## config.mk

```make
export PLATFORM = sky130hd
export DESIGN_NAME = video_timing
export DESIGN_NICKNAME = d
export VERILOG_FILES = /design/src/rtl/video_pkg.sv /design/src/rtl/vid_delay.sv /design/src/rtl/video_timing.sv
export SDC_FILE = /design/constraint.sdc
export NUM_CORES = 1
export LEC_CHECK = 0
export ABC_CLOCK_PERIOD_IN_PS = 4100
export CAP_MARGIN = 10
export CELL_PAD_IN_SITES_DETAIL_PLACEMENT = 0
export CELL_PAD_IN_SITES_GLOBAL_PLACEMENT = 2
export CORE_MARGIN = 1
export CORE_UTILIZATION = 30
export DETAILED_ROUTE_END_ITERATION = 10
export PLACE_DENSITY = 0.93
export SLEW_MARGIN = 10
export SYNTH_ARGS = -nofsm -noshare
export SYNTH_HDL_FRONTEND = slang
export SYNTH_SLANG_ARGS = --single-unit
```

## constraint.sdc

```tcl
create_clock -name clk_i -period 4.1 [get_ports clk_i]
set_clock_uncertainty 0.2 [all_clocks]
set_input_delay 0.41 -clock clk_i [delete_from_list [all_inputs] [get_ports clk_i]]
set_output_delay 0.41 -clock clk_i [all_outputs]
set_load 0.05 [all_outputs]
```

## src/rtl/video_pkg.sv

```systemverilog
// Shared raster timing constants: standard mode geometries, sync polarities
// and the layout of the raw video-control word carried through the delay line.
package video_pkg;

    localparam logic POL_LOW  = 1'b0;
    localparam logic POL_HIGH = 1'b1;

    localparam int MAX_PIPE = 15;

    // 640x480 @ 60 Hz, 25.175 MHz pixel clock
    localparam int   VGA_HACT = 640;
    localparam int   VGA_HFP  = 16;
    localparam int   VGA_HSW  = 96;
    localparam int   VGA_HBP  = 48;
    localparam int   VGA_VACT = 480;
    localparam int   VGA_VFP  = 10;
    localparam int   VGA_VSW  = 2;
    localparam int   VGA_VBP  = 33;
    localparam int   VGA_HTOT = VGA_HACT + VGA_HFP + VGA_HSW + VGA_HBP;
    localparam int   VGA_VTOT = VGA_VACT + VGA_VFP + VGA_VSW + VGA_VBP;
    localparam logic VGA_HPOL = POL_LOW;
    localparam logic VGA_VPOL = POL_LOW;

    // 800x600 @ 60 Hz, 40 MHz pixel clock
    localparam int   SVGA_HACT = 800;
    localparam int   SVGA_HFP  = 40;
    localparam int   SVGA_HSW  = 128;
    localparam int   SVGA_HBP  = 88;
    localparam int   SVGA_VACT = 600;
    localparam int   SVGA_VFP  = 1;
    localparam int   SVGA_VSW  = 4;
    localparam int   SVGA_VBP  = 23;
    localparam int   SVGA_HTOT = SVGA_HACT + SVGA_HFP + SVGA_HSW + SVGA_HBP;
    localparam int   SVGA_VTOT = SVGA_VACT + SVGA_VFP + SVGA_VSW + SVGA_VBP;
    localparam logic SVGA_HPOL = POL_HIGH;
    localparam logic SVGA_VPOL = POL_HIGH;

    // Sync bits are "asserted" flags here; polarity is applied only at the pins.
    typedef struct packed {
        logic vs;
        logic hs;
        logic de;
    } raw_t;

    localparam raw_t RAW_IDLE = '{vs: 1'b0, hs: 1'b0, de: 1'b0};

endpackage

```

## src/rtl/vid_delay.sv

```systemverilog
// Enable-gated shift register of DEPTH words with synchronous reset to INIT;
// DEPTH = 0 degenerates to a wire.
module vid_delay #(
    parameter int               WIDTH = 3,
    parameter int               DEPTH = 0,
    parameter logic [WIDTH-1:0] INIT  = '0
) (
    input  logic             clk_i,
    input  logic             rst_i,
    input  logic             en_i,
    input  logic [WIDTH-1:0] d_i,
    output logic [WIDTH-1:0] q_o
);

    if (DEPTH == 0) begin : g_bypass
        logic unused_ctrl;
        assign unused_ctrl = ^{clk_i, rst_i, en_i};
        assign q_o         = d_i;
    end else begin : g_shift
        logic [WIDTH-1:0] stage_q [DEPTH];
        logic [WIDTH-1:0] stage_d [DEPTH];

        always_comb begin
            // NOTE: defaulting every combinational output first means no path can infer a latch.
            stage_d = stage_q;
            if (en_i) begin
                stage_d[0] = d_i;
                for (int i = 1; i < DEPTH; i++) begin
                    stage_d[i] = stage_q[i-1];
                end
            end
        end

        // NOTE: non-blocking assignments so every flop samples pre-edge values.
        always_ff @(posedge clk_i) begin
            if (rst_i) begin
                // NOTE: this storage is reset deliberately: a flushed line must present inactive video.
                for (int i = 0; i < DEPTH; i++) begin
                    stage_q[i] <= INIT;
                end
            end else begin
                stage_q <= stage_d;
            end
        end

        assign q_o = stage_q[DEPTH-1];
    end

endmodule

```

## src/rtl/video_timing.sv

```systemverilog
// Parametrised raster timing generator: pixel/line/frame counters, data enable,
// polarity-programmable syncs aligned to a PIPE-deep pixel pipeline, line/frame strobes.
module video_timing
    import video_pkg::*;
#(
    parameter int   HACT = VGA_HACT,
    parameter int   HFP  = VGA_HFP,
    parameter int   HSW  = VGA_HSW,
    parameter int   HBP  = VGA_HBP,
    parameter int   VACT = VGA_VACT,
    parameter int   VFP  = VGA_VFP,
    parameter int   VSW  = VGA_VSW,
    parameter int   VBP  = VGA_VBP,
    parameter logic HPOL = VGA_HPOL,
    parameter logic VPOL = VGA_VPOL,
    parameter int   PIPE = 0,
    parameter int   FW   = 8,
    localparam int  HTOT = HACT + HFP + HSW + HBP,
    localparam int  VTOT = VACT + VFP + VSW + VBP,
    localparam int  HSZ  = $clog2(HTOT),
    localparam int  VSZ  = $clog2(VTOT)
) (
    input  logic           clk_i,
    input  logic           rst_i,
    input  logic           en_i,
    output logic [HSZ-1:0] hcount_o,
    output logic [VSZ-1:0] vcount_o,
    output logic           de_o,
    output logic           hsync_o,
    output logic           vsync_o,
    output logic           sol_o,
    output logic           sof_o,
    output logic [FW-1:0]  frame_o
);

    if (HACT < 1 || HFP < 1 || HSW < 1 || HBP < 1 ||
        VACT < 1 || VFP < 1 || VSW < 1 || VBP < 1 || FW < 1) begin : g_bad_geometry
        $fatal(1, "video_timing: every geometry field and FW must be at least 1");
    end
    if (PIPE < 0 || PIPE > MAX_PIPE) begin : g_bad_pipe
        $fatal(1, "video_timing: PIPE must lie in 0..15");
    end

    localparam logic [HSZ-1:0] H_LAST = HSZ'(HTOT - 1);
    localparam logic [HSZ-1:0] H_ACT  = HSZ'(HACT);
    localparam logic [HSZ-1:0] HS_BEG = HSZ'(HACT + HFP);
    localparam logic [HSZ-1:0] HS_END = HSZ'(HACT + HFP + HSW);
    localparam logic [VSZ-1:0] V_LAST = VSZ'(VTOT - 1);
    localparam logic [VSZ-1:0] V_ACT  = VSZ'(VACT);
    localparam logic [VSZ-1:0] VS_BEG = VSZ'(VACT + VFP);
    localparam logic [VSZ-1:0] VS_END = VSZ'(VACT + VFP + VSW);

    logic [HSZ-1:0] h_q, h_d;
    logic [VSZ-1:0] v_q, v_d;
    logic [FW-1:0]  frame_q, frame_d;
    raw_t           raw, raw_dly;

    always_comb begin
        h_d     = h_q;
        v_d     = v_q;
        frame_d = frame_q;
        if (en_i) begin
            if (h_q == H_LAST) begin
                h_d = '0;
                if (v_q == V_LAST) begin
                    v_d     = '0;
                    frame_d = frame_q + FW'(1);
                end else begin
                    v_d = v_q + VSZ'(1);
                end
            end else begin
                h_d = h_q + HSZ'(1);
            end
        end
    end

    always_ff @(posedge clk_i) begin
        if (rst_i) begin
            h_q     <= '0;
            v_q     <= '0;
            frame_q <= '0;
        end else begin
            h_q     <= h_d;
            v_q     <= v_d;
            frame_q <= frame_d;
        end
    end

    // vsync is decided by line index alone, so it switches together with h wrapping to 0.
    assign raw.de = (h_q < H_ACT) && (v_q < V_ACT);
    assign raw.hs = (h_q >= HS_BEG) && (h_q < HS_END);
    assign raw.vs = (v_q >= VS_BEG) && (v_q < VS_END);

    vid_delay #(
        .WIDTH ($bits(raw_t)),
        .DEPTH (PIPE),
        .INIT  (RAW_IDLE)
    ) u_delay (
        .clk_i (clk_i),
        .rst_i (rst_i),
        .en_i  (en_i),
        .d_i   (raw),
        .q_o   (raw_dly)
    );

    assign hcount_o = h_q;
    assign vcount_o = v_q;
    assign frame_o  = frame_q;
    assign de_o     = raw_dly.de;
    assign hsync_o  = raw_dly.hs ? HPOL : ~HPOL;
    assign vsync_o  = raw_dly.vs ? VPOL : ~VPOL;
    assign sol_o    = en_i && (h_q == '0);
    assign sof_o    = sol_o && (v_q == '0);

endmodule
```

Word level (Yosys, flattened, before mapping)

Cells that the tools add are included.

Flip-flop bits (word level): 28
Word-level logic and storage cells: 27
Output and inout port bits: 33

$add $sub $neg: 3
Reductions and logical operators: 9
Eq/ne operators: 2
Muxes and demuxes: 4
$lt $le $gt $ge: 6

Operator list:

| cell                    | count |
|---|---|
| $add A10 B1 Y10 const B | 2 |
| $eq A10 B10 Y1 const B  | 2 |
| $logic_not A10 Y1       | 2 |
| $lt A10 B10 Y1 const B  | 2 |
| $lt A10 B9 Y1 const B   | 2 |
| $mux W10                | 2 |
| $ge A10 B10 Y1 const B  | 1 |
| $ge A10 B9 Y1 const B   | 1 |
| $add A8 B1 Y8 const B   | 1 |
| $logic_and A1 B1 Y1     | 5 |
| $reduce_and A3 Y1       | 1 |
| $mux W1                 | 2 |
| $reduce_and A2 Y1       | 1 |

Logic depth before layout (Yosys ltp)

Gate-level depths: netlist of the first run.

Depth after elaboration: 3
Mapped depth: 8
Gate-level depth less buffers: 6

Modules after synthesis

Synthesis of the first run repeated with hierarchy kept, for this count alone.

Cells, all modules: 187
Area, all modules: 1508.9 sq um

Modules (own cells, without submodules):

| module       | times used | sequential area each (sq um) | cells an instance | area an instance (sq um) |
|---|---|---|---|---|
| video_timing | 1          | 560.5                        | 184               | 1486.4 |
| vid_delay    | 1          | 0.0                          | 3                 | 22.5 |

Worst setup path before layout of the first run

No wires, ideal clock.

Kind: flip-flop to output port
Start: register h_q[7] (netlist: hcount_o[7])
End: output port sof_o
Path buffers: 1
Cell stages (with the launch flop): 5
Setup slack: 1.462 ns
Arrival: 2.028 ns
Data required time: 3.490 ns
Cell sequence: dfxtp_1 > clkbuf_1 > nor4b_1 > and3_1 > and4b_1

Cells in the longest elaborated chain, start to end: 3

RTL lines:

| item                   | RTL line            | text |
|---|---|---|
| start, declared        | video_timing.sv:53  | `logic [HSZ-1:0] h_q, h_d;` |
| start signal, assigned | video_timing.sv:79  | `h_q <= '0;` |
| start signal, assigned | video_timing.sv:83  | `h_q <= h_d;` |
| $logic_not A10 Y1      | video_timing.sv:112 | `assign sol_o = en_i && (h_q == '0);` |
| $logic_and A1 B1 Y1    | video_timing.sv:112 |  |
| via sol_o              | video_timing.sv:31  | `output logic sol_o,` |
| $logic_and A1 B1 Y1    | video_timing.sv:113 | `assign sof_o = sol_o && (v_q == '0);` |
| end, declared          | video_timing.sv:32  | `output logic sof_o,` |

The timed path passes the listed nets, and every way through them passes these cells.

Final worst setup path of the first run

Start: input port en_i
End: output port sof_o

Cells in the longest elaborated chain, start to end: 2

RTL lines:

| item                | RTL line            | text |
|---|---|---|
| start, declared     | video_timing.sv:25  | `input logic en_i,` |
| $logic_and A1 B1 Y1 | video_timing.sv:112 |  |
| $logic_and A1 B1 Y1 | video_timing.sv:113 |  |

Every way passes these cells.

==> run summary, run 1 <==
Startpoint types: input pin
Hold path cells: 2
Period utilisation layout: 77.1%
Final wirelength: 3.44 mm
Post-CTS Setup Inserts: 0
Power density cells: 261 nW/um2
TritonCTS clock tree: done
CTS Buffer Depth: 2
CP required: 3.49 ns
P&R area growth vs syn: 29.9%
DRT antenna net count: 0
Resized cells post-CTS: 0
Antenna cells: 0
Post-DP HPWL: 2.39 mm
Total track usage: 14.2%
CP Class: in2out
Fillers: 512
Max-cap violations: 0
# nets final: 217
Layout cells sized above 1: 3.85%
Overflow after GRT: 0
Via-to-Cell Ratio: 5.30
Synthesis Warnings: 0
R2r worst-path depth: 5
H-tree levels: 1
DIE AREA: 5150 um2
Crit end category: output pin
Lkg Pwr: 0.000607 uW
Pwr Total: 495 uW
Die X: 71.7 um
DR vias: 1388
Fin. max-slew vios: 0
Leading cell types by total area after synthesis: dfxtp_1 (38%), a21oi_1 (5.8%), nand3_1 (4.5%)
PnR worst setup slack: 0.940 ns
Final-report setup violation count: 0
Setup TNS: 0 ns
Worst slack, placed: 0.921 ns
Vias in the first global route: 1211
Post-synthesis async set-or-reset flop share: 0%
CTS root buf: clkbuf_8
DR WL/cell: 13.1 um
Die Span Y: 71.7 um
Ports: 36
Worst-path clk slew: 0.10 ns
Number of synthesized flops with an enable pin: 0
GPL Wtd Cong: 0.750
Worst-path fanout max: 8
DR DRC count: 0
Multi-input logic area: 832 um2
Achievable Freq: 316 MHz
Port Buffers: 35
Peak VDD IR: 0.131 mV
Post-synth cell types: 28
FF+latch count, synth: 28
Final Hold Viols: 0
Hold_buf cts: 0
FF+latch area: 561 um2
Initial Utilization: 31.1%
Cts bufs inserted: 3
Synth Flop Type: dfxtp_1
Relative slew slack: 65.1%
CP arrival: 2.55 ns
Rows: 25
DR iter-0 viols: 103
Synth top area share: 38.4%
Post-Syn Area: 1460 um2
Syn nets: 187
Post-Syn Instances: 179
Cell accounting for the most synthesized area: dfxtp_1
Status: finished, final reports clean
Clk sink count: 28
Tightest Hold Check Type: reg2reg
Largest net degree at the start of global routing: 22
Period minus WS final: 3.16 ns
Worst Max-Slew Pin Slew: 0.521 ns
TritonRoute pass-1 iters: 4
Core footprint: 4690 um2
Sequential fraction of the synthesis area: 38.4%
First-pass GRT wire length: 5.89 mm
Skew-Pair Late Insertion Delay: 0.27 ns
Mean post-synth cell area: 8.15 um2
Number of antenna violations at the first check in global routing: 0
Setup repair after global routing missed its margin: false
routing by layer:
metal / share of wire, % / vias to the layer above / GRT usage (%) / routed length (um)
met3: 4.0 / 2 / 2.67 / 137
met5: 0 / - / 0 / 0
li1: - / 712 / - / -
met4: 0.84 / 0 / 3.92 / 29
met1: 52 / 649 / 20.4 / 1790
met2: 43 / 25 / 21.6 / 1480
worst max-delay path, stage by stage:
cell	delay, ns
clkdlybuf4s50_1	0.65
nor4b_1	0.24
and3_1	0.23
and4b_1	0.21
clkdlybuf4s50_1	0.80
cell usage after synthesis (all sizes together), types with 5 or more instances:
cell	count
or4	8
nand4	7
o21ai	10
a21oi	17
o31ai	7
or3	9
ha	5
xor2	5
nand2	9
clkbuf	9
nor2	15
nand3	13
xnor2	5
dfxtp	28
inv	6
cell families (layout without fill, tap and decap cells):
| family | Yosys count | count (layout) | synth area share [%] |
|---|---|---|---|
| simple gates | 82 | 82 | 32.2 |
| compound gates | 36 | 36 | 13.9 |
| flops | 28 | 28 | 38.4 |
| buf+inv | 17 | 46 | 4.55 |
| xor+xnor | 10 | 10 | 6.00 |
| fa+ha+maj | 5 | 5 | 4.29 |
| mux | 1 | 1 | 0.686 |
state kept, by name, indices dropped and copies added, names as in the netlist:
register / cells
hcount_o: 10
frame_o: 8
vcount_o: 10
cells in the final DEF, fill, tap and decap left out, types with 2 or more instances in the layout:
cell,n
xor2_1,5
dfxtp_1,28
inv_1,6
nor4b_1,3
o21ai_0,10
or2_2,2
ha_1,5
o31ai_1,7
nand2_1,9
and4_1,4
a21oi_1,17
nand2b_1,2
nand3_1,13
clkdlybuf4s50_1,35
nand4_1,7
or4_1,7
and3_1,4
xnor2_1,5
nor3_1,4
clkbuf_8,4
nor2_1,15
or3_1,9
path summary, 6_finish.rpt:
path                            start                 endpoint  slack, ns
max                              en_i                    sof_o       0.94
min           frame_o[7]$_SDFFE_PP0P_  frame_o[7]$_SDFFE_PP0P_       0.29
max reg2reg  hcount_o[6]$_SDFFE_PP0P_  frame_o[3]$_SDFFE_PP0P_       1.59
min reg2reg   frame_o[7]$_SDFFE_PP0P_  frame_o[7]$_SDFFE_PP0P_       0.29
where the power goes:
group | internal (uW) | switching, uW | total [uW]
logic | 15.2 | 28.4 | 43.7
registers | 274 | 3.60 | 278
clock network | 86.0 | 88.1 | 174
layout make-up:
type	instances	share of cell area, %
clock buffers	4	2.90
inverters	6	1.19
multi-input cells	134	43.9
flip-flops and latches	28	29.6
well taps	54	3.56
repair buffers	36	18.9
per-stage QoR:
stage / std cells / util, % / hold WS (ns) / cell area [um2]
finish: 262 / 40.4 / 0.292 / 1900
global route: 262 / 40.4 / 0.329 / 1900
CTS: 262 / 40.4 / 0.292 / 1900
detailed placement: 258 / 39.2 / 0.277 / 1840
global placement: 258 / 39.2 / 0.267 / 1840
floorplan: 179 / - / 0.279 / 1460
No activity file was read; power rests on OpenSTA's default activity.
==> run 2: changes to the inputs <==
--- a/config.mk
+++ b/config.mk
@@ -5,14 +5,14 @@
 export SDC_FILE = /design/constraint.sdc
 export NUM_CORES = 1
 export LEC_CHECK = 0
-export ABC_CLOCK_PERIOD_IN_PS = 4100
+export ABC_CLOCK_PERIOD_IN_PS = 2790
 export CAP_MARGIN = 10
 export CELL_PAD_IN_SITES_DETAIL_PLACEMENT = 0
 export CELL_PAD_IN_SITES_GLOBAL_PLACEMENT = 2
 export CORE_MARGIN = 1
-export CORE_UTILIZATION = 30
+export CORE_UTILIZATION = 25
 export DETAILED_ROUTE_END_ITERATION = 10
-export PLACE_DENSITY = 0.93
+export PLACE_DENSITY = 0.84
 export SLEW_MARGIN = 10
 export SYNTH_ARGS = -nofsm -noshare
 export SYNTH_HDL_FRONTEND = slang
==> constraint.sdc (replaced) <==
create_clock -name clk_i -period 2.79 [get_ports clk_i]
set_clock_uncertainty 0.2 [all_clocks]
set_input_delay 0.279 -clock clk_i [delete_from_list [all_inputs] [get_ports clk_i]]
set_output_delay 0.279 -clock clk_i [all_outputs]
set_load 0.05 [all_outputs]
==> run 2 against run 1 <==
Global-route usage decreased by 1.9 points; setup slack got worse by 0.71 ns; sequential cell count unchanged; first-iteration DRC count decreased by 68%; core utilization decreased by 5.6 points; register-to-register slack got worse by 1.3 ns.
==> run summary, run 2 (synthesis results as in run 1) <==
Final wirelength: 3.58 mm
Period utilisation layout: 91.8%
Delay-heaviest family, CP: buffers and inverters
TritonRoute pass-1 iters: 4
Commonest non-fill, non-tap cell in the layout: clkdlybuf4s50_1
P&R area growth vs syn: 32.9%
Commonest non-fill, non-tap cells in the layout: clkdlybuf4s50_1 (33), dfxtp_1 (28), a21oi_1 (17)
Post-CTS Setup Inserts: 0
DR DRC count: 0
Worst-path clk slew: 0.10 ns
First-pass GRT wire length: 6.15 mm
Die Span Y: 78.4 um
Crit path from: vcount_o[6]$_SDFFE_PP0P_
H-tree levels: 1
Startpoint types: register
Cts bufs inserted: 3
Power density cells: 364 nW/um2
Crit-path cells: and4_1, nand4_1, or2_2, clkdlybuf4s50_1
GPL Wtd Cong: 0.709
Status: finished, final reports clean
Crit end category: output pin
Placed Area: 1900 um2
Fin. max-slew vios: 0
DIE AREA: 6140 um2
R2r worst-path depth: 4
Die X: 78.4 um
Reg2reg end: frame_o[3]$_SDFFE_PP0P_
Layout cells sized above 1: 5.26%
DR iter-0 viols: 33
Slowest CP cell: clkdlybuf4s50_1
Relative slew slack: 66.3%
Vias in the first global route: 1281
Skew-Pair Late Insertion Delay: 0.27 ns
DRT antenna net count: 0
Largest net degree at the start of global routing: 34
Hold path cells: 2
DR vias: 1385
Period minus WS final: 2.56 ns
Core footprint: 5570 um2
Lkg Pwr: 0.000619 uW
CP Class: reg2out
Antenna cells: 0
Worst Max-Slew Pin Slew: 0.503 ns
Port Buffers: 35
Post-DP HPWL: 2.47 mm
Overflow after GRT: 0
Ports: 36
Tightest Hold Check Type: reg2reg
Achievable Freq: 390 MHz
CP arrival: 2.08 ns
Number of antenna violations at the first check in global routing: 0
Final Hold Viols: 0
Total track usage: 12.3%
TritonCTS clock tree: done
Hold_buf cts: 0
CP max stage delay: 0.70 ns
Rows: 27
CP required: 2.31 ns
R2R setup slack: 0.32 ns
Design Area, Final: 1940 um2
Final-report setup violation count: 0
Setup repair after global routing missed its margin: false
Clk sink count: 28
Fin util: 34.8%
Resized cells post-CTS: 0
CTS root buf: clkbuf_8
Worst r2r src: vcount_o[4]$_SDFFE_PP0P_
DR WL/cell: 12.7 um
Hold endpoint: frame_o[7]$_SDFFE_PP0P_
Initial Utilization: 26.2%
Hold Startpoint: frame_o[7]$_SDFFE_PP0P_
Max-cap violations: 0
Worst-path fanout max: 7
CTS Buffer Depth: 2
Setup TNS: 0 ns
Peak VDD IR: 0.165 mV
Via-to-Cell Ratio: 4.93
CP Buf/Inv Count: 1
# nets final: 219
Pwr Total: 707 uW
==> run 2: cell types whose count changed in the layout (fill, tap and decap cells not counted), sizes merged <==
cell / before / now
buf: 1 / 5
clkdlybuf4s50: 35 / 33
clkbuf: 4 / 3
==> run 2: cell type report <==
cell class,count,area [um2]
flip-flops and latches,28,561
well taps,72,90.1
inverters,6,22.5
fillers,608,3630
clock buffers,3,41.3
multi-input cells,134,832
repair buffers,38,393
==> run 2: report_power, final <==
part	internal (uW)	total, uW	leakage (uW)	switching [uW]
Combinational	31.5	75.9	0.000372	44.4
Sequential	402	407	0.000226	4.94
Clock	97.0	223	0.0000216	126
==> run 2: worst register-to-register path, cell delays in order, from the launching register on <==
cell	delay, ns
dfxtp_1	0.39
or4_4	0.57
or3_1	0.57
or4_1	0.53
a21oi_1	0.15
==> run 2: routing by layer <==
metal	global-route usage [%]	vias up	wire, um
met5	0	-	0
met4	3.89	0	32
met3	1.40	2	97
met2	20.7	23	1700
met1	16.3	648	1750
li1	-	712	-
==> run 2: per-stage QoR <==
| step | instances | setup slack [ns] | hold slack, ns |
|---|---|---|---|
| 2_1_floorplan | 179 | 0.283 | 0.148 |
| 3_3_place_gp | 278 | 0.384 | 0.264 |
| 3_5_place_dp | 278 | 0.362 | 0.280 |
| 4_1_cts | 281 | 0.224 | 0.295 |
| 5_1_grt | 281 | 0.141 | 0.334 |
| 6_report | 281 | 0.227 | 0.292 |
==> run 2: how the worst max path moves through the flow <==
stage	to	depth (start not counted)
2_1_floorplan	sof_o	4
3_3_place_gp	frame_o[7]$_SDFFE_PP0P_	4
3_5_place_dp	frame_o[3]$_SDFFE_PP0P_	4
4_1_cts	vsync_o	4
5_1_grt	vsync_o	4
6_report	vsync_o	4
